### src/rtl/hamming_pkg.sv
// ============================================================================
// hamming_pkg : shared types and defaults for the Hamming scrub controller
// Revision    : 1.0
// ============================================================================
`default_nettype none

package hamming_pkg;

  typedef enum logic [1:0] {
    RUN     = 2'd0,
    CAPTURE = 2'd1,
    CHECK   = 2'd2,
    FIX     = 2'd3
  } hsc_state_e;

  localparam int HSC_SCRUB_INTERVAL = 16;
  localparam int HSC_CHECK_CYCLES   = 2;
  localparam int HSC_FIX_CYCLES     = 2;
  localparam int HSC_ERR_CNT_W      = 8;

  // Phase timer width; CHECK/FIX lengths must fit below 2**HSC_PHASE_W.
  localparam int HSC_PHASE_W = 8;
  typedef logic [HSC_PHASE_W-1:0] hsc_phase_t;

endpackage

`default_nettype wire

### src/rtl/hsc_phase_timer.sv
// ============================================================================
// hsc_phase_timer : loadable down-counter, done while the count is zero
// Revision        : 1.0
// ============================================================================
`default_nettype none

module hsc_phase_timer
  import hamming_pkg::*;
(
  input  logic                   clk,
  input  logic                   rst_n,
  input  logic                   load,
  input  logic [HSC_PHASE_W-1:0] load_val,
  output logic                   done
);

  hsc_phase_t r_count;

  always_ff @(posedge clk or negedge rst_n) begin
    if (!rst_n) begin
      r_count <= '0;
    end else if (load) begin
      r_count <= load_val;
    end else if (r_count != '0) begin
      r_count <= r_count - 1'b1;
    end
  end

  assign done = (r_count == '0);

endmodule

`default_nettype wire

### src/rtl/hamming_scrub_ctrl.sv
// ============================================================================
// hamming_scrub_ctrl : gates the Hamming counter enable, inserting periodic
//                      and requested scrub windows (CAPTURE/CHECK/FIX).
// Options            : HSC_ERR_STATS_EN enables the saturating error counter.
// Revision           : 1.0
// ============================================================================
`default_nettype none

module hamming_scrub_ctrl
  import hamming_pkg::*;
#(
  parameter int SCRUB_INTERVAL = HSC_SCRUB_INTERVAL,
  parameter int CHECK_CYCLES   = HSC_CHECK_CYCLES,
  parameter int FIX_CYCLES     = HSC_FIX_CYCLES,
  parameter int ERR_CNT_W      = HSC_ERR_CNT_W
) (
  input  logic                 clk,
  input  logic                 rst_n,
  input  logic                 cnt_req_i,
  output logic                 cnt_ack_o,
  input  logic                 scrub_req_i,
  output logic                 enable_o,
  input  logic                 dp_busy_i,
  input  logic                 dp_err_i,
  output logic                 scrub_busy_o,
  output logic                 err_pulse_o,
  output logic [ERR_CNT_W-1:0] err_cnt_o
);

  localparam int         CNT_W        = $clog2(SCRUB_INTERVAL + 1);
  localparam logic [CNT_W-1:0] C_INTERVAL = CNT_W'(SCRUB_INTERVAL);
  localparam hsc_phase_t C_CHECK_LOAD = hsc_phase_t'(CHECK_CYCLES - 1);
  localparam hsc_phase_t C_FIX_LOAD   = hsc_phase_t'(FIX_CYCLES - 1);

  localparam logic [1:0] ST_RUN     = RUN;
  localparam logic [1:0] ST_CAPTURE = CAPTURE;
  localparam logic [1:0] ST_CHECK   = CHECK;
  localparam logic [1:0] ST_FIX     = FIX;

  logic [1:0]       r_state, w_state_nxt;
  logic [CNT_W-1:0] r_int_cnt, w_int_cnt_nxt;
  logic             r_pend, w_pend_nxt;
  logic             r_err, w_err_nxt;
  logic             r_enable, r_ack, r_busy, r_pulse;
  logic             w_due, w_grant, w_fix_entry;
  logic             w_timer_load, w_timer_done;
  hsc_phase_t       w_timer_val;

  hsc_phase_timer u_phase_timer (
    .clk      (clk),
    .rst_n    (rst_n),
    .load     (w_timer_load),
    .load_val (w_timer_val),
    .done     (w_timer_done)
  );

  // Grants are issued on the edge that lands in RUN, so the registered
  // enable is only ever high while the state register reads RUN.
  always_comb begin
    w_state_nxt   = r_state;
    w_int_cnt_nxt = r_int_cnt;
    w_pend_nxt    = r_pend;
    w_err_nxt     = r_err;
    w_grant       = 1'b0;
    w_fix_entry   = 1'b0;
    w_timer_load  = 1'b0;
    w_timer_val   = C_CHECK_LOAD;
    w_due         = (r_int_cnt == C_INTERVAL) || r_pend;
    case (r_state)
      ST_RUN: begin
        if (w_due) begin
          w_state_nxt = ST_CAPTURE;
          w_pend_nxt  = 1'b0;
        end else begin
          w_grant = cnt_req_i;
          if (scrub_req_i) w_pend_nxt = 1'b1;
        end
      end
      ST_CAPTURE: begin
        w_state_nxt   = ST_CHECK;
        w_int_cnt_nxt = '0;
        w_timer_load  = 1'b1;
        w_timer_val   = C_CHECK_LOAD;
      end
      ST_CHECK: begin
        w_err_nxt = r_err | (dp_err_i & dp_busy_i);
        if (w_timer_done) begin
          if (w_err_nxt) begin
            w_state_nxt  = ST_FIX;
            w_fix_entry  = 1'b1;
            w_timer_load = 1'b1;
            w_timer_val  = C_FIX_LOAD;
          end else begin
            w_state_nxt = ST_RUN;
            w_grant     = cnt_req_i;
          end
        end
      end
      ST_FIX: begin
        if (w_timer_done) begin
          w_state_nxt = ST_RUN;
          w_err_nxt   = 1'b0;
          w_grant     = cnt_req_i;
        end
      end
      default: w_state_nxt = ST_RUN;
    endcase
    if (w_grant) w_int_cnt_nxt = w_int_cnt_nxt + 1'b1;
  end

  always_ff @(posedge clk or negedge rst_n) begin
    if (!rst_n) begin
      r_state   <= ST_RUN;
      r_int_cnt <= '0;
      r_pend    <= 1'b0;
      r_err     <= 1'b0;
      r_enable  <= 1'b0;
      r_ack     <= 1'b0;
      r_busy    <= 1'b0;
      r_pulse   <= 1'b0;
    end else begin
      r_state   <= w_state_nxt;
      r_int_cnt <= w_int_cnt_nxt;
      r_pend    <= w_pend_nxt;
      r_err     <= w_err_nxt;
      r_enable  <= w_grant;
      r_ack     <= w_grant;
      r_busy    <= (w_state_nxt != ST_RUN);
      r_pulse   <= w_fix_entry;
    end
  end

  assign enable_o     = r_enable;
  assign cnt_ack_o    = r_ack;
  assign scrub_busy_o = r_busy;
  assign err_pulse_o  = r_pulse;

`ifdef HSC_ERR_STATS_EN
  logic [ERR_CNT_W-1:0] r_err_cnt;

  always_ff @(posedge clk or negedge rst_n) begin
    if (!rst_n) begin
      r_err_cnt <= '0;
    end else if (w_fix_entry && (r_err_cnt != '1)) begin
      r_err_cnt <= r_err_cnt + 1'b1;
    end
  end

  assign err_cnt_o = r_err_cnt;
`else
  assign err_cnt_o = '0;
`endif

endmodule

`default_nettype wire

### config.mk
export PLATFORM = sky130hd
export DESIGN_NAME = hamming_scrub_ctrl
export DESIGN_NICKNAME = d
export VERILOG_FILES = /design/src/rtl/hamming_pkg.sv /design/src/rtl/hsc_phase_timer.sv /design/src/rtl/hamming_scrub_ctrl.sv
export SDC_FILE = /design/constraint.sdc
export NUM_CORES = 1
export LEC_CHECK = 0
export CELL_PAD_IN_SITES_DETAIL_PLACEMENT = 1
export CELL_PAD_IN_SITES_GLOBAL_PLACEMENT = 1
export CORE_ASPECT_RATIO = 1.1
export CORE_MARGIN = 1.5
export CORE_UTILIZATION = 29
export DETAILED_ROUTE_END_ITERATION = 8
export MAX_ROUTING_LAYER = met4
export PLACE_DENSITY = 0.66
export SYNTH_ARGS = -nofsm -noshare
export SYNTH_HDL_FRONTEND = slang
export SYNTH_HIERARCHICAL = 1
export SYNTH_SLANG_ARGS = --single-unit
### constraint.sdc
create_clock -name clk -period 2.95 [get_ports clk]
set_clock_uncertainty 0.2 [all_clocks]
set_input_delay 0.885 -clock clk [delete_from_list [all_inputs] [get_ports clk]]
set_output_delay 0.885 -clock clk [all_outputs]
set_load 0.05 [all_outputs]
# Word level (Yosys, flattened, before mapping)
# Index checks and enable logic that the tools add are counted.
[totals]
ramBits = 0
wordCells = 49
romBits = 0
in_bits = 6
memories = 0
ff_bits = 20
latchBits = 0
[classes]
n_mux = 22
shifts = 0
n_eq_ne = 5
n_lt_le_gt_ge = 0
n_div = 0
bitwise_logic = 2
n_mul = 0
addsub = 2
n_reduce_logical = 10
[op_table]
columns = ["op", "n"]
rows = [
  ["$mux W8", 2],
  ["$mux W1", 10],
  ["$mux W5", 2],
  ["$logic_not A8 Y1", 1],
  ["$mux W2", 4],
  ["$pmux W2 S4", 1],
  ["$reduce_bool A2 Y1", 4],
  ["$reduce_bool A8 Y1", 1],
  ["$sub A8 B1 Y8 const B", 1],
  ["$add A5 B1 Y5 const B", 1],
  ["$eq A5 B5 Y1 const B", 1],
  ["$eq A2 B2 Y1 const B", 2],
  ["$pmux W1 S2", 2],
  ["$reduce_and A2 Y1", 2],
  ["$pmux W1 S3", 1],
  ["$eq A2 B1 Y1 const B", 1],
  ["$logic_not A2 Y1", 1],
  ["$ne A2 B1 Y1 const B", 1],
  ["$and A1 B1 Y1", 1],
  ["$logic_or A1 B1 Y1", 1],
  ["$or A1 B1 Y1", 1],
]

# Logic depth before layout (Yosys ltp)
[logic_depth]
ltp_word = 6
ltp_mapped = 12

# Modules after synthesis
# Netlist, hierarchy kept.
[by_module_without_submodules]
columns = ["mod", "n_inst", "seq_area_each_um2", "area_each_um2", "cells_per_inst"]
rows = [
  ["hamming_scrub_ctrl", 1, 300.3, 778.2, 76],
  ["hsc_phase_timer", 1, 200.2, 476.7, 54],
]

# Worst setup path after synthesis
# OpenSTA, ideal clock, no wires.
[synth_path]
path_kind = "register to register"
start = "register u_phase_timer.r_count[0]"
end = "register u_phase_timer.r_count[4]"
path_stages_with_launch = 13
path_buffers = 2
period_less_slack_ns = 2.850
arrival_ns = 2.571
setup_slack_ns = 0.100
cell_sequence = "dfrtp_1 -> inv_1 -> ha_1 -> or3b_1 -> clkbuf_2 -> nor2_1 -> nand2_1 -> nor2_1 -> or2_0 -> and2_1 -> dlygate4sd1_1 -> a21oi_1 -> a2bb2oi_1"
[synth_via]
elab_chain_cells = 4
word_cells_on_any_way = 8
classes_between = "add/sub: 1; mux: 4; reduce/logical: 3"
[synth_lines]
columns = ["item", "line", "source"]
rows = [
  ["from (decl)", "hsc_phase_timer.sv:17", "hsc_phase_t r_count;"],
  ["from (signal assigned)", "hsc_phase_timer.sv:23", "r_count <= load_val;"],
  ["from (signal assigned)", "hsc_phase_timer.sv:25", "r_count <= r_count - 1'b1;"],
  ["$logic_not A8 Y1 *", "hsc_phase_timer.sv:29", "assign done = (r_count == '0);"],
  ["named net w_timer_done", "hamming_scrub_ctrl.sv:46", "logic w_timer_load, w_timer_done;"],
  ["$mux W1 *", "hamming_scrub_ctrl.sv:87", "if (w_timer_done) begin"],
  ["$pmux W1 S2 *", "hamming_scrub_ctrl.sv:69", "case (r_state)"],
  ["named net w_timer_load", "hamming_scrub_ctrl.sv:46", ""],
  ["$mux W8 or $reduce_bool A2 Y1 (tied branches)", "-", ""],
]
# The timed path passes the listed nets; every way through them passes the cells marked *. The select of a mux whose other input is x is not followed.
# A chain may end at the register's enable or synchronous reset.

# Worst setup path in the final report
[layout_path]
start = "register u_phase_timer.r_count[0]"
end = "register u_phase_timer.r_count[6]"
# The elaborated chain is that of the path after synthesis.

==> results.cfg <==
[synthesis]
synth_top_family_by_area = simple AND/OR/NAND/NOR gates
yosysTopAreaCell = sky130_fd_sc_hd__dfrtp_1
yosys.area_share.simple_pct = 20.3
synth-adder-area-share_pct = 6.98
number_of_distinct_library_cells_after_synthesis = 47
main_synth_ff_type = sky130_fd_sc_hd__dfrtp_1
asyncSetResetFlopFracSynth_pct = 100
synth_common_cells = 20 x sky130_fd_sc_hd__dfrtp_1, 10 x sky130_fd_sc_hd__nor2_1, 9 x sky130_fd_sc_hd__buf_4, 8 x sky130_fd_sc_hd__inv_1, 8 x sky130_fd_sc_hd__nand2_1
ys_seq_area_share_pct = 39.9
post_synth.cell_area_avg_um2 = 9.65
synth_xor_xnor_area_share_pct = 1.40
synth_largest_type_area_fraction_pct = 39.9
post_synth_mux_area_share_pct = 2.39
syn_inst = 130
synth.cell_area_mm2 = 0.00125
synth_enable_flop_cells = 0
yosysWarnings = 6
netlist_top_cells_area = sky130_fd_sc_hd__dfrtp_1 40%, sky130_fd_sc_hd__ha_1 7.0%, sky130_fd_sc_hd__buf_4 5.4%
synth-seq-cells = 20
post-synth-top-count-cell = sky130_fd_sc_hd__dfrtp_1
share_of_the_synthesized_area_in_compound_gates_ao_oa_aoi_oai_pct = 19.1

[sta]
slew_of_the_pin_with_the_lowest_slew_margin_ps = 739
timing.final.crit_share_pct = 92.3
final-setup-viol-count = 0
maxSlewHeadroom_pct = 50.3
timing_max_transition_violations_final = 0
post-route-min-period_ps = 2720
hold_violations = 0
final.setup.tns_ps = 0
setup_ws_ps = 228
fmax_mhz = 367

[setup_path]
timing.rr.start = u_phase_timer/r_count[0]
cp-start-kind = flip-flop
critPathArrivalTime_ps = 2650
critical_path.max_fanout = 8
regToRegSetupSlack_ps = 230
endpoint_kind_of_the_worst_setup_timing_path = flip-flop
worst-setup-path-type = flip-flop to flip-flop
worstPathRequired_ps = 2880
worstRegToRegCells = 11
cp-startpoint = u_phase_timer/r_count[0]
critical_path_destination = u_phase_timer/r_count[6]
rr_endpoint = u_phase_timer/r_count[6]

[global_routing]
antenna_violations_before_repair = 0
via_count_of_the_first_global_routing_pass = 1074
maximum_number_of_pins_on_one_net_before_global_route_repair = 21
grt_first_pass_wirelength_mm = 4.88
gr_overflow_total = 0
gr-usage-all-layers_pct = 13.5

[detailed_routing]
initialDrtViolationCount = 60
average_via_count_per_standard_cell = 4.93
wire_per_inst_um = 14.5
via_count = 985
detail-route-antenna-nets = 0
firstDrtPassIters = 4
finalWirelength_mm = 2.89
post_route_drc = 0

[finish]
n_fill_cell = 493
area.growth.synth_to_final_pct = 16.2
n_antenna_cell = 0
layout.nets = 163
layout-drive-gt1-share_pct = 13.5

[clock_tree]
cts.repair_timing.setup_buffer_count = 0
h-tree-depth = 1
root_buffer = sky130_fd_sc_hd__clkbuf_8
cts_hold_buffers = 0
clk-insertion-delay-late_ps = 250
numClockSinks = 20
max-clock-path-buffers = 2
clk_pin_slew_ps = 80
tritoncts = done
cts-buffers-inserted = 3

[floorplanning]
die_width_um = 65.7
die_height_um = 72.0
start_util_pct = 31.0
boundary_pins = 18
floorplan.die_area_mm2 = 0.00473
row_count = 24
fp.coreArea_mm2 = 0.00405

[placement]
place_worst_setup_slack_ps = 23.3
place.gp.congestion = 0.853
dpl.hpwl_mm = 2.24
io_buffer_count = 9

[hold_path]
min_path_type = flip-flop to flip-flop
min-delay-start = r_pend

[run_status]
run_status = finished clean

[pwr]
pwr_density_cell_mw_per_mm2 = 983
standby_leakage_power_nw = 0.613
ir_drop_v = 0.000280
p_total_w = 0.00143

[run]
drv.max_cap_violation_count = 0
[report_power, final]
| group | internal [W] | switching [W] |
|---|---|---|
| Clock | 0.0000907 | 0.0000864 |
| Sequential | 0.000386 | 0.000129 |
| Combinational | 0.000320 | 0.000421 |
[worst min-delay path by stage]
stage	endpoint	slack [ps]	cells after the start
finish	r_pend	380	2
global route	r_pend	400	2
CTS	r_pend	380	2
detailed placement	r_pend	370	2
global placement	r_pend	340	2
floorplan	r_err	320	2
[stage by stage]
| step | hold WS (ps) | cells | instance area (um2) | utilization (%) |
|---|---|---|---|---|
| 2_1_floorplan | 316 | 144 | 1310 | - |
| 3_3_place_gp | 341 | 197 | 1410 | 34.7 |
| 3_5_place_dp | 372 | 197 | 1410 | 34.7 |
| 4_1_cts | 383 | 200 | 1450 | 35.7 |
| 5_1_grt | 396 | 200 | 1460 | 36.0 |
| 6_report | 380 | 200 | 1460 | 36.0 |
[per-layer routing]
metal	vias to the layer above	global-route usage, %	part of all wire [%]
li1	474	-	-
met1	479	15.6	42
met2	28	24.6	52
met3	4	1.86	4.4
met4	0	3.24	1.5
met5	-	-	0
[critical path: stages (launching register included)]
cell                       delay, ps
sky130_fd_sc_hd__dfrtp_1         420
sky130_fd_sc_hd__inv_1           100
sky130_fd_sc_hd__ha_1            240
sky130_fd_sc_hd__or3b_1          380
sky130_fd_sc_hd__nor2_1          200
sky130_fd_sc_hd__nand2_1         120
sky130_fd_sc_hd__nor2_2          160
sky130_fd_sc_hd__or2_0           160
sky130_fd_sc_hd__and2_2          240
sky130_fd_sc_hd__inv_1           140
sky130_fd_sc_hd__o311ai_0        130
sky130_fd_sc_hd__nand3_1         120
[sequential cells by signal (all words and copies together), names as in the netlist]
signal                 flops
r_err                      1
r_pend                     1
r_state                    2
err_pulse_o                1
cnt_ack_o                  1
r_int_cnt                  5
u_phase_timer/r_count      8
scrub_busy_o               1
[logic make-up (layout without fill, tap and decap cells)]
group,count (synthesis),in the layout
mux,2,2
compound gates,32,32
fa+ha+maj,7,7
buf+inv,20,24
flops,20,20
xor+xnor,2,2
other cells,2,16
simple gates,45,45
[layout make-up]
cell class | count | area [um2] | area share (%)
Tap cell | 52 | 65.1 | 4.46
Multi-Input combinational cell | 104 | 701 | 48.1
Sequential cell | 20 | 500 | 34.3
Timing Repair Buffer | 13 | 120 | 8.24
Clock buffer | 3 | 41.3 | 2.83
Inverter | 8 | 30.0 | 2.06
[timing repair]
action	4_1_cts	5_1_grt
endpoints found under the hold margin	0	0
resized for setup	0	3
endpoints found under the setup margin	0	5
[layout by cell type (no fill, tap or decap), types with 2 or more instances in the layout]
cell / instances
sky130_fd_sc_hd__dfrtp_1: 20
sky130_fd_sc_hd__a21oi_1: 7
sky130_fd_sc_hd__or3_1: 3
sky130_fd_sc_hd__ha_1: 7
sky130_fd_sc_hd__xnor2_1: 2
sky130_fd_sc_hd__nor4_1: 2
sky130_fd_sc_hd__o31ai_1: 3
sky130_fd_sc_hd__buf_4: 4
sky130_fd_sc_hd__clkbuf_8: 3
sky130_fd_sc_hd__inv_1: 8
sky130_fd_sc_hd__or4_1: 2
sky130_fd_sc_hd__mux2_4: 2
sky130_fd_sc_hd__o22ai_1: 2
sky130_fd_sc_hd__nor3b_1: 2
sky130_fd_sc_hd__nand3_1: 4
sky130_fd_sc_hd__nand2_1: 8
sky130_fd_sc_hd__o21ai_0: 4
sky130_fd_sc_hd__nor3_1: 4
sky130_fd_sc_hd__conb_1: 16
sky130_fd_sc_hd__nor2_1: 9
sky130_fd_sc_hd__clkdlybuf4s50_1: 9
sky130_fd_sc_hd__a21oi_2: 2
No activity file was read; power rests on OpenSTA's default activity.
